## src/rtl/mem_port_arbiter.sv

```systemverilog
// Shares one single-port synchronous memory between a fetch port and a data port.
// Define ARB_STARVE_GUARD_EN to bound how long fetch can wait behind data.
module mem_port_arbiter #(
   parameter int ADDR_W     = 14,
   parameter int STARVE_MAX = 4
) (
   input  logic              clk,
   input  logic              rst,
   input  logic              f_req,
   input  logic [31:0]       f_addr,
   output logic              f_gnt,
   output logic              f_rvalid,
   output logic [31:0]       f_rdata,
   input  logic              d_req,
   input  logic [3:0]        d_we,
   input  logic [31:0]       d_addr,
   input  logic [31:0]       d_wdata,
   output logic              d_gnt,
   output logic              d_rvalid,
   output logic [31:0]       d_rdata,
   output logic              mem_en,
   output logic [3:0]        mem_we,
   output logic [ADDR_W-1:0] mem_addr,
   output logic [31:0]       mem_din,
   input  logic [31:0]       mem_dout,
   output logic              stall_f,
   output logic              stall_d
);

   typedef enum logic [1:0] {IDLE, FETCH, DATA_RD, DATA_WR} state_t;

   state_t      r_state;
   logic [31:0] r_fHold;
   logic [31:0] r_dHold;
   logic        w_forceFetch;
   logic        w_fGnt;
   logic        w_dGnt;
   logic        w_unused;

`ifdef ARB_STARVE_GUARD_EN
   localparam int CNT_W = (STARVE_MAX < 1) ? 1 : $clog2(STARVE_MAX + 1);

   logic [CNT_W-1:0] r_starveCnt;

   assign w_forceFetch = f_req && (r_starveCnt == CNT_W'(STARVE_MAX));

   // Counts data grants that overtook a waiting fetch; any fetch grant or a withdrawn fetch request resets it.
   always_ff @(posedge clk or posedge rst) begin
      if (rst) begin
         r_starveCnt <= '0;
      end else if (w_fGnt || !f_req) begin
         r_starveCnt <= '0;
      end else if (w_dGnt && (r_starveCnt != CNT_W'(STARVE_MAX))) begin
         r_starveCnt <= r_starveCnt + CNT_W'(1);
      end
   end
`else
   assign w_forceFetch = 1'b0;
`endif

   // Grants are masked by reset directly so nothing reaches memory while rst is held.
   assign w_dGnt = !rst && d_req && !w_forceFetch;
   assign w_fGnt = !rst && f_req && (!d_req || w_forceFetch);

   assign f_gnt    = w_fGnt;
   assign d_gnt    = w_dGnt;
   assign stall_f  = !rst && f_req && !w_fGnt;
   assign stall_d  = !rst && d_req && !w_dGnt;
   assign mem_en   = w_fGnt || w_dGnt;
   assign mem_we   = w_dGnt ? d_we : 4'b0000;
   assign mem_addr = w_dGnt ? d_addr[ADDR_W+1:2] : f_addr[ADDR_W+1:2];
   assign mem_din  = d_wdata;

   assign w_unused = ^{f_addr[1:0], f_addr[31:ADDR_W+2], d_addr[1:0], d_addr[31:ADDR_W+2]};

   assign f_rvalid = (r_state == FETCH);
   assign d_rvalid = (r_state == DATA_RD);
   assign f_rdata  = f_rvalid ? mem_dout : r_fHold;
   assign d_rdata  = d_rvalid ? mem_dout : r_dHold;

   // State records which access was issued last cycle, so it marks whose read data is on mem_dout now.
   always_ff @(posedge clk or posedge rst) begin
      if (rst) begin
         r_state <= IDLE;
         r_fHold <= '0;
         r_dHold <= '0;
      end else begin
         if (r_state == FETCH) begin
            r_fHold <= mem_dout;
         end
         if (r_state == DATA_RD) begin
            r_dHold <= mem_dout;
         end
         if (w_fGnt) begin
            r_state <= FETCH;
         end else if (w_dGnt) begin
            r_state <= (d_we == 4'b0000) ? DATA_RD : DATA_WR;
         end else begin
            r_state <= IDLE;
         end
      end
   end

endmodule

```

## config.mk

```make
export PLATFORM = sky130hd
export DESIGN_NAME = mem_port_arbiter
export DESIGN_NICKNAME = d
export VERILOG_FILES = /design/src/rtl/mem_port_arbiter.sv
export SDC_FILE = /design/constraint.sdc
export NUM_CORES = 1
export LEC_CHECK = 0
export CAP_MARGIN = 20
export CORE_MARGIN = 2
export CORE_UTILIZATION = 33
export CTS_CLUSTER_DIAMETER = 30
export DETAILED_ROUTE_END_ITERATION = 12
export GPL_TIMING_DRIVEN = 0
export HOLD_SLACK_MARGIN = 0.12
export PLACE_DENSITY = 0.77
export SETUP_SLACK_MARGIN = 0.2
export SYNTH_ARGS = -nofsm -noshare
export SYNTH_HDL_FRONTEND = slang
export SYNTH_SLANG_ARGS = --single-unit
export TNS_END_PERCENT = 5
```

## constraint.sdc

```tcl
create_clock -name clk -period 2.5 [get_ports clk]
set_input_delay 0.5 -clock clk [delete_from_list [all_inputs] [get_ports clk]]
set_output_delay 0.5 -clock clk [all_outputs]
set_load 0.03 [all_outputs]
```

[After elaboration in Yosys (flattened, before gate mapping)]
Cells that the tools add are included.
Storage, ports and cells
  output and inout port bits: 121
  memory bits (writable): 0
  latch bits: 0
  memories: 0
  input port bits: 136
  register bits: 66
  word-level logic and storage cells: 21
  bits in read-only memories: 0
Operators by class
  mux-type cells: 7
  multiply operators: 0
  eq/ne operators: 2
  add/sub/neg operators: 0
  reduce and logical (&&, ||, !) cells: 9
  $lt $le $gt $ge: 0
  bitwise gates (word level): 0
  shifts and indexed selects: 0
  div/mod/pow operators: 0
Operators by type and width (number)
  two-way mux 32 bit: 2
  two-way mux 14 bit: 1
  logical AND 1 bit: 4
  zero test 4 bit: 1
  two-way mux 2 bit: 2
  two-way mux 4 bit: 1
  zero test 1 bit: 3
  == test 2 x 1 -> 1 bit, second input constant: 1
  == test 2 bit, second input constant: 1
  logical OR 1 bit: 1
  two-way mux 1 bit: 1

[Longest topological paths before layout]
Gate-level depths: netlist of the first run.
  depth after elaboration: 5
  mapped depth: 4
  depth with buffers taken out: 2

[Worst setup path after synthesis of the first run]
OpenSTA, ideal clock, no wires.
  kind: input to output
  from: input d_req
  to: output mem_addr[10]
  data arrival time: 1.286 ns
  buffers on the path: 1
  cell stages on the path: 3
  data required time: 2.000 ns
  slack: 0.714 ns
  cells stage by stage: nor2b_1 buf_4 mux2_2
Between the ends
  cells in the longest elaborated chain, start to end: 2
RTL lines
  start: declaration: RTL line 14  | input logic d_req,
  logical AND 1 bit: RTL line 62  | assign w_dGnt = !rst && d_req && !w_forceFetch;
  via d_gnt: RTL line 18  | output logic d_gnt,
  two-way mux 14 bit: RTL line 71  | assign mem_addr = w_dGnt ? d_addr[ADDR_W+1:2] : f_addr[ADDR_W+1:2];
  end: declaration: RTL line 23  | output logic [ADDR_W-1:0] mem_addr,
The timed path passes the listed nets, and every way through them passes these cells.

[Worst setup path in the final report of the first run]
  from: input f_req
  to: output f_gnt
Between the ends
  cells in the longest elaborated chain, start to end: 2
RTL lines
  start: declaration: RTL line 9  | input logic f_req,
  logical AND 1 bit (2 in a row): RTL line 63  | assign w_fGnt = !rst && f_req && (!d_req || w_forceFetch);
  end: declaration: RTL line 11  | output logic f_gnt,
No other way between the ends.

==> metrics.md, run 1 <==
| Metric | Value |
|---|---|
| Crit end category | `output port` |
| Clock Path Buffers | `2` |
| Final Critical Period | `2.44 ns` |
| Hpwl dp | `7.27 mm` |
| Final setup viols | `0` |
| Worst-Skew Late Latency | `0.34 ns` |
| Num ports | `257` |
| Syn Nets | `340` |
| Pwr per Cell Area | `674 nW/um^2` |
| Max_cap viols | `0` |
| DRT iter0 DRCs | `26` |
| CP arrival | `1.94 ns` |
| CTS tree | `done` |
| Mapped cell area | `3190 um^2` |
| Count of cell types in the netlist | `14` |
| Setup Crit Path Kind | `in2out` |
| Max VDD drop | `0.306 mV` |
| Worst-Margin Slew | `0.717 ns` |
| # Post-CTS Setup Buffers | `0` |
| CP Launch Type | `input port` |
| Worst path required time | `2.00 ns` |
| Synth warn | `0` |
| DRC | `0` |
| Area growth syn-to-layout | `67.6%` |
| GRT Util Overall | `17.1%` |
| Share of the yosys chip area belonging to registers | `51.7%` |
| Critical path's most frequent cell | `clkdlybuf4s50_1` |
| Chip height | `102 um` |
| Post-route insts no fill | `539` |
| CP delay by family, top | `buffers and inverters` |
| Total grt overflow | `0` |
| Max Freq | `410 MHz` |
| Final Hold Fails | `0` |
| Vias | `2280` |
| Final clock skew | `0.00969 ns` |
| Post-route clock period utilization | `97.5%` |
| Total iterations of the first detailed-routing run | `4` |
| Total power draw | `3.61 mW` |
| Vias in the first global route | `2448` |
| Post-CTS Hold Buffers | `0` |
| WL/cell | `16.6 um` |
| Crit-path cells | `clkdlybuf4s50_1 > nor3b_1 > clkdlybuf4s50_1` |
| Top fanout value on the critical path | `3` |
| Slowest-stage cell, CP | `clkdlybuf4s50_1` |
| Fillers | `808` |
| RSZ-0062 raised after global routing | `yes` |
| Slack of the worst reg-to-reg path | `1.20 ns` |
| Syn_area_per_cell | `15.7 um^2` |
| Root Driver | `clkbuf_8` |
| Initial antenna violation count | `1` |
| WL final | `8.95 mm` |
| Via density | `4.23` |
| H-tree depth | `3` |
| FP Rows | `35` |
| Share of layout cells above drive strength 1 | `38.1%` |
| Port bufs | `187` |
| Worst slack, placed | `-0.416 ns` |
| Worst min path class | `reg2reg` |
| # nets final | `540` |
| Die W | `102 um` |
| Leak | `2.56 nW` |
| Routed Antenna Nets | `0` |
| Placed Cells | `521` |
| CP peak stage delay | `0.72 ns` |
| Gate Count Post-Synth | `204` |
| Slew Viols, Final | `0` |
| Global-route wire length before repair | `13.1 mm` |
| Die Footprint | `10500 um^2` |
| Core area | `9330 um^2` |
| Final Util | `57.4%` |
| Num CTS Buffers | `9` |
| Synthesis-stage register bit count | `66` |
| Rel. slew slack | `52.1%` |
| Final hold slack | `0.492 ns` |
| Final worst setup slack | `0.0626 ns` |
| Pin count of the biggest net entering global routing | `36` |
| Status | `complete, no violations` |
| Gpl congestion | `0.827` |
| CTS clk-pin slew, worst paths | `0.06 ns` |
| Initial Util | `34.2%` |
| Clock sinks | `66` |
| Worst Path Buf+Inv | `2` |
==> path summary, 6_finish.rpt <==
check	startpoint	depth (start not counted)	end
worst min register to register	r_dHold[23]	1	r_dHold[23]
worst max-delay path	f_req	3	f_gnt
worst min-delay path	r_dHold[23]	1	r_dHold[23]
min in group asynchronous	rst	2	r_state[0]
max in group asynchronous	rst	3	r_fHold[26]
worst max register to register	r_state[0]	4	r_dHold[10]
==> kinds of logic (layout without fill, tap and decap cells) <==
| logic type | count (synthesis) | after routing | share of synthesized area, % |
|---|---|---|---|
| muxes | 78 | 78 | 34.3 |
| DFF | 66 | 66 | 51.7 |
| buffers and inverters | 45 | 250 | 11.2 |
| and+or+nand+nor | 13 | 13 | 2.43 |
| other | 1 | 2 | 0.117 |
| AOI/OAI and AO/OA | 1 | 1 | 0.235 |
==> area by class of cell <==
cell class | instances | area, um^2 | area share [%]
timing repair buffer | 189 | 1810 | 33.7
sequential | 66 | 1650 | 30.9
multi-input combinational | 93 | 1190 | 22.3
buffer | 43 | 353 | 6.59
tap | 129 | 161 | 3.02
clock buffer | 10 | 138 | 2.57
clock inverter | 6 | 41.3 | 0.771
inverter | 2 | 7.51 | 0.140
antenna | 1 | 2.50 | 0.0468
==> cell usage in the layout, fill, tap and decap left out, types with 2 or more instances in the layout <==
| cell | instances |
|---|---|
| clkinvlp_4 | 3 |
| dlygate4sd2_1 | 66 |
| mux2_4 | 58 |
| nor2b_1 | 2 |
| clkbuf_8 | 10 |
| and2_1 | 5 |
| dlymetal6s2s_1 | 3 |
| clkdlybuf4s15_2 | 9 |
| mux2_2 | 20 |
| nor2_1 | 2 |
| buf_2 | 5 |
| clkinv_2 | 2 |
| dfrtp_1 | 66 |
| buf_6 | 6 |
| clkdlybuf4s50_1 | 103 |
| buf_4 | 37 |
==> metrics by stage <==
step | cell area [um^2] | setup TNS, ns
2_1_floorplan | 3190 | 0
3_3_place_gp | 5230 | -60.84
3_5_place_dp | 5250 | -6.57
4_1_cts | 5340 | 0
5_1_grt | 5350 | 0
6_report | 5350 | 0
==> per-layer routing <==
| layer | up-vias | part of all wire, % | track usage (%) |
|---|---|---|---|
| met3 | 9 | 7.4 | 5.47 |
| li1 | 1060 | - | - |
| met2 | 125 | 56 | 32.3 |
| met5 | - | 0 | 0 |
| met4 | 0 | 1.6 | 5.85 |
| met1 | 1086 | 34 | 17.7 |
==> what timing repair did <==
action / 4_1_cts / 5_1_grt
gates cloned: 1 / 0
gates resized for setup: 124 / 6
setup endpoints to repair: 88 / 81
==> flip-flops by register name, indices dropped and copies added, names as in the netlist <==
register / count
r_dHold: 32
r_fHold: 32
r_state: 2
==> synthesized netlist by cell type <==
cell type  number  area [um^2]
a211oi_1        1         7.51
and2_1          5         31.3
mux2_2         20          225
nor2_1          2         7.51
conb_1          1         3.75
nor3b_1         1         7.51
mux2_4         58          871
buf_4          36          270
buf_6           7         78.8
nor2b_1         3         18.8
nor4_1          1         6.26
dfrtp_1        66         1650
nand2b_1        1         6.26
inv_1           2         7.51
==> report_power, final <==
part	switching (mW)	internal (mW)
combinational	0.819	0.680
clock	0.410	0.386
sequential	0.0541	1.26
No activity file was read; power rests on OpenSTA's default activity.
==> run 2: changes to the inputs <==
Settings changed: SLEW_MARGIN set to 10.
Clock period 2.5 ns to 2.8 ns, I/O delays scaled along.
==> run 2 against run 1 <==
Net effect:
- utilization is 0.87 points lower
- hold slack hardly changed
- clock power is 12% lower
- design area is 1.5% lower
- count of clock-buffer cells in the layout stayed put
- non-clock buffer count is 2 lower
- power is 11% lower
- flip-flop and latch count stayed put
- critical endpoint is now mem_we[0]
- largest cell class unchanged
==> metrics.md, run 2 (synthesis gave the netlist of run 1 again) <==
| Metric | Value |
|---|---|
| Leak | `2.51 nW` |
| Post-route clock period utilization | `91.1%` |
| Root Driver | `clkbuf_8` |
| Num CTS Buffers | `9` |
| CTS tree | `done` |
| Port bufs | `187` |
| Slew Viols, Final | `0` |
| Global-route wire length before repair | `13.0 mm` |
| Rel. slew slack | `46.8%` |
| Fin area | `5270 um^2` |
| Worst hold path startpoint | `r_dHold[23]` |
| CP Launch Type | `input port` |
| Gpl congestion | `0.827` |
| Die W | `102 um` |
| Total power draw | `3.21 mW` |
| Hpwl dp | `7.16 mm` |
| Final Critical Period | `2.55 ns` |
| Max_cap viols | `0` |
| Worst setup path start | `d_req` |
| Biggest regs | `r_dHold (32), r_fHold (32), r_state (2)` |
| # nets final | `538` |
| Num ports | `257` |
| Slowest-stage cell, CP | `clkdlybuf4s50_1` |
| Via density | `4.24` |
| R2R Path End | `r_dHold[6]` |
| RSZ-0062 raised after global routing | `yes` |
| Post-route insts no fill | `536` |
| Vias in the first global route | `2450` |
| Worst R2R Path Depth | `4` |
| WL/cell | `16.7 um` |
| Clock sinks | `66` |
| CP peak stage delay | `0.54 ns` |
| CP arrival | `1.99 ns` |
| DRC | `0` |
| Commonest non-fill, non-tap cell in the layout | `clkdlybuf4s50_1` |
| Status | `complete, no violations` |
| Placed Cells | `520` |
| Pin count of the biggest net entering global routing | `67` |
| Initial Util | `34.2%` |
| Worst min path class | `reg2reg` |
| Total grt overflow | `0` |
| Antenna Cells | `0` |
| WL final | `8.93 mm` |
| Critical Path Stages | `5` |
| CP delay by family, top | `buffers and inverters` |
| CTS clk-pin slew, worst paths | `0.06 ns` |
| Worst-Skew Late Latency | `0.34 ns` |
| Slack of the worst reg-to-reg path | `1.50 ns` |
| DRT iter0 DRCs | `25` |
| H-tree depth | `3` |
| Vias | `2270` |
| Die Footprint | `10500 um^2` |
| Core area | `9330 um^2` |
| Clock Path Buffers | `2` |
| Final Hold Fails | `0` |
| GRT Util Overall | `16.9%` |
| Pwr per Cell Area | `609 nW/um^2` |
| Area after DPL | `5230 um^2` |
| Total iterations of the first detailed-routing run | `4` |
| Routed Antenna Nets | `0` |
| Worst Path Buf+Inv | `3` |
| Setup Crit Path Kind | `in2out` |
| Final setup viols | `0` |
| Worst slack, placed | `-0.261 ns` |
| Final worst setup slack | `0.250 ns` |
| Area growth syn-to-layout | `65.1%` |
| Share of layout cells above drive strength 1 | `37.6%` |
| Initial antenna violation count | `0` |
| Worst-Margin Slew | `0.798 ns` |
| Max Freq | `392 MHz` |
| Worst path required time | `2.24 ns` |
| Post-CTS Hold Buffers | `0` |
| Worst r2r src | `r_state[0]` |
| Max VDD drop | `0.329 mV` |
| FP Rows | `35` |
| Most frequent cells in the layout | `clkdlybuf4s50_1 (107), dfrtp_1 (66), dlygate4sd2_1 (64)` |
| Crit end category | `output port` |
| Top fanout value on the critical path | `10` |
| Critical Path Sink | `mem_we[0]` |
| Chip height | `102 um` |
| Final clock skew | `0.00957 ns` |
| Crit-path cells | `clkdlybuf4s50_1 > nor2b_4 > buf_4 > and2_1 > dlygate4sd2_1` |
[run 2: worst min-delay path by stage]
stage                     slack [ns]           to  cells after the start
after floorplan                 0.55  r_fHold[10]                      1
after global placement          0.48  r_fHold[10]                      1
after detailed placement        0.48  r_dHold[16]                      1
after CTS                       0.50  r_fHold[11]                      1
after global routing            0.50  r_fHold[28]                      1
final                           0.49  r_dHold[23]                      1
[run 2: layout make-up]
type | instances | area, um^2
repair buffers | 187 | 1720
clock inverters | 6 | 41.3
flip-flops and latches | 66 | 1650
multi-input cells | 93 | 1190
well taps | 129 | 161
clock buffers | 10 | 138
fillers | 831 | 4060
plain buffers | 43 | 353
inverters | 2 | 10.0
[run 2: stage by stage]
stage | hold slack [ns] | setup TNS [ns] | utilization, %
final | 0.492 | 0 | 56.5
after detailed placement | 0.477 | -3.46 | 56.1
after global placement | 0.476 | -41.48 | 56.0
after global routing | 0.503 | 0 | 56.5
after CTS | 0.496 | 0 | 56.4
after floorplan | 0.548 | 0 | -
[run 2: what timing repair did]
action | CTS | global route
setup buffers | 0 | 0
gates cloned | 0 | 0
gates resized for setup | 132 | 7
setup endpoints to repair | 79 | 18
[run 2: metal layers]
metal	part of all wire, %	vias to the layer above	track usage (%)
met5	0	-	0
met1	34	1083	16.7
met3	8.5	12	6.57
li1	-	1051	-
met2	56	124	32.7
met4	1.7	0	4.51
[run 2: power breakdown]
group          leakage (nW)  switching [mW]  internal (mW)
clock                0.0847           0.359          0.345
sequential            0.775          0.0487           1.12
combinational          1.65           0.732          0.601
==> run 3: changes to the inputs <==
Settings changed: CTS_BUF_LIST set to sky130_fd_sc_hd__clkbuf_16.
==> run 3 against run 2 <==
Net effect:
- register-to-register slack barely moved
- first-iteration DRC count up 12%
- cell count unchanged
- die area unchanged
- utilization is 0.97 points higher
- clock skew fell by 0.0046 ns
- sequential power about the same
- highest routed layer unchanged
==> metrics.md, run 3 (synthesis gave the netlist of run 1 again) <==
| Metric | Value |
|---|---|
| Min-Delay Endpoint | `r_dHold[23]` |
| Gpl congestion | `0.827` |
| Most frequent cells in the layout | `clkdlybuf4s50_1 (108), dfrtp_1 (66), dlygate4sd2_1 (63)` |
| Total iterations of the first detailed-routing run | `4` |
| Global-route wire length before repair | `12.9 mm` |
| Final worst setup slack | `0.252 ns` |
| Worst path required time | `2.24 ns` |
| Switch share | `33.6%` |
| Vias | `2285` |
| Post-route insts no fill | `536` |
| DRT iter0 DRCs | `28` |
| Core area | `9330 um^2` |
| Crit-path cells | `clkdlybuf4s50_1 > nor2b_4 > buf_4 > and2_1 > dlygate4sd2_1` |
| Crit end category | `output port` |
| # nets final | `538` |
| CP arrival | `1.99 ns` |
| Slowest-stage cell, CP | `clkdlybuf4s50_1` |
| R2R Path End | `r_dHold[3]` |
| # Post-CTS Setup Buffers | `0` |
| Worst-Skew Late Latency | `0.32 ns` |
| Worst hold path startpoint | `r_dHold[23]` |
| Die W | `102 um` |
| GRT Util Overall | `16.9%` |
| Final Hold Fails | `0` |
| Max Freq | `392 MHz` |
| Num ports | `257` |
| Worst-Margin Slew | `0.785 ns` |
| Leak | `2.54 nW` |
| CP peak stage delay | `0.53 ns` |
| Status | `complete, no violations` |
| Rel. slew slack | `47.6%` |
| Vias in the first global route | `2441` |
| Total power draw | `3.50 mW` |
| Via density | `4.26` |
| RSZ-0062 raised after global routing | `yes` |
| Final Critical Period | `2.55 ns` |
| WL final | `8.94 mm` |
| Final setup viols | `0` |
| Combinational power share | `38.1%` |
| Final clock skew | `0.00495 ns` |
| FP Rows | `35` |
| CTS tree | `done` |
| Chip height | `102 um` |
| Switching Power | `1.18 mW` |
| Num CTS Buffers | `9` |
| Worst Hold Path Cells | `1` |
| Max VDD drop | `0.316 mV` |
| Clock Path Buffers | `2` |
| Worst R2R Path Depth | `4` |
| Initial antenna violation count | `0` |
| Placed Cells | `520` |
| Seq pwr share | `33.6%` |
| H-tree depth | `3` |
| Worst r2r src | `r_state[0]` |
| Routed Antenna Nets | `0` |
| Port bufs | `187` |
| Final Util | `57.5%` |
| Top fanout value on the critical path | `10` |
| CP Launch Type | `input port` |
| Clock Power Share | `28.3%` |
| Pwr per Cell Area | `652 nW/um^2` |
| Max_cap viols | `0` |
| Area growth syn-to-layout | `67.9%` |
| Clock sinks | `66` |
| Post-route clock period utilization | `91.0%` |
| Initial Util | `34.2%` |
| Die Footprint | `10500 um^2` |
| Worst slack, placed | `-0.261 ns` |
| Commonest non-fill, non-tap cell in the layout | `clkdlybuf4s50_1` |
| DRC | `0` |
| Worst min path class | `reg2reg` |
| WL/cell | `16.7 um` |
| Share of layout cells above drive strength 1 | `37.3%` |
| Antenna Cells | `0` |
| Hpwl dp | `7.16 mm` |
| Total grt overflow | `0` |
| Slew Viols, Final | `0` |
| Root Driver | `clkbuf_16` |
| Setup Crit Path Kind | `in2out` |
| Pin count of the biggest net entering global routing | `67` |
| Internal Power | `2.32 mW` |
| Biggest regs | `r_dHold (32), r_fHold (32), r_state (2)` |
| Slack of the worst reg-to-reg path | `1.51 ns` |
| Final hold slack | `0.489 ns` |
| CTS clk-pin slew, worst paths | `0.05 ns` |
## run 3: worst max-delay path by stage
stage / from / end / cells after the start
2_1_floorplan: rst / r_dHold[0] / 1
3_3_place_gp: rst / r_dHold[27] / 2
3_5_place_dp: rst / mem_addr[6] / 5
4_1_cts: d_req / mem_addr[6] / 5
6_report: d_req / mem_we[0] / 5
5_1_grt: d_req / mem_we[1] / 5
## run 3: stage by stage
step                TNS, ns  area (um^2)
floorplan                 0         3190
global placement     -41.48         5230
detailed placement    -3.46         5230
CTS                       0         5350
global route              0         5360
finish                    0         5360
## run 3: cell type report
type                       instances  area (um^2)
fill                             815         3970
timing repair buffer             187         1720
sequential                        66         1650
multi-input combinational         93         1190
buffer                            43          353
clock buffer                       9          225
tap                              129          161
clock inverter                     7         45.0
inverter                           2         10.0
## run 3: power by group through the flow
stage	sequential, mW	combinational (mW)	clock [mW]
after global routing	1.19	1.40	1.06
final	1.17	1.33	0.990
after detailed placement	1.19	1.48	0
after CTS	1.18	1.35	1.02
after global placement	1.18	1.47	0
after floorplan	1.17	0.898	0
## run 3: timing repair
item / 4_1_cts / 5_1_grt
setup endpoints to repair: 79 / 17
hold buffers: 0 / 0
resized for setup: 132 / 7
cloned: 0 / 0
## run 3: critical path: cells and delay by family
kind,cells,cell delay [ns]
buffers and inverters,3,1.10
AND/OR/NAND/NOR,2,0.31
## run 3: metal layers
metal / wire [um] / part of all wire (%) / track usage (%)
met1: 3000 / 34 / 16.7
met2: 5000 / 56 / 32.6
met3: 787 / 8.8 / 6.77
met4: 155 / 1.7 / 4.21
met5: 0 / 0 / 0
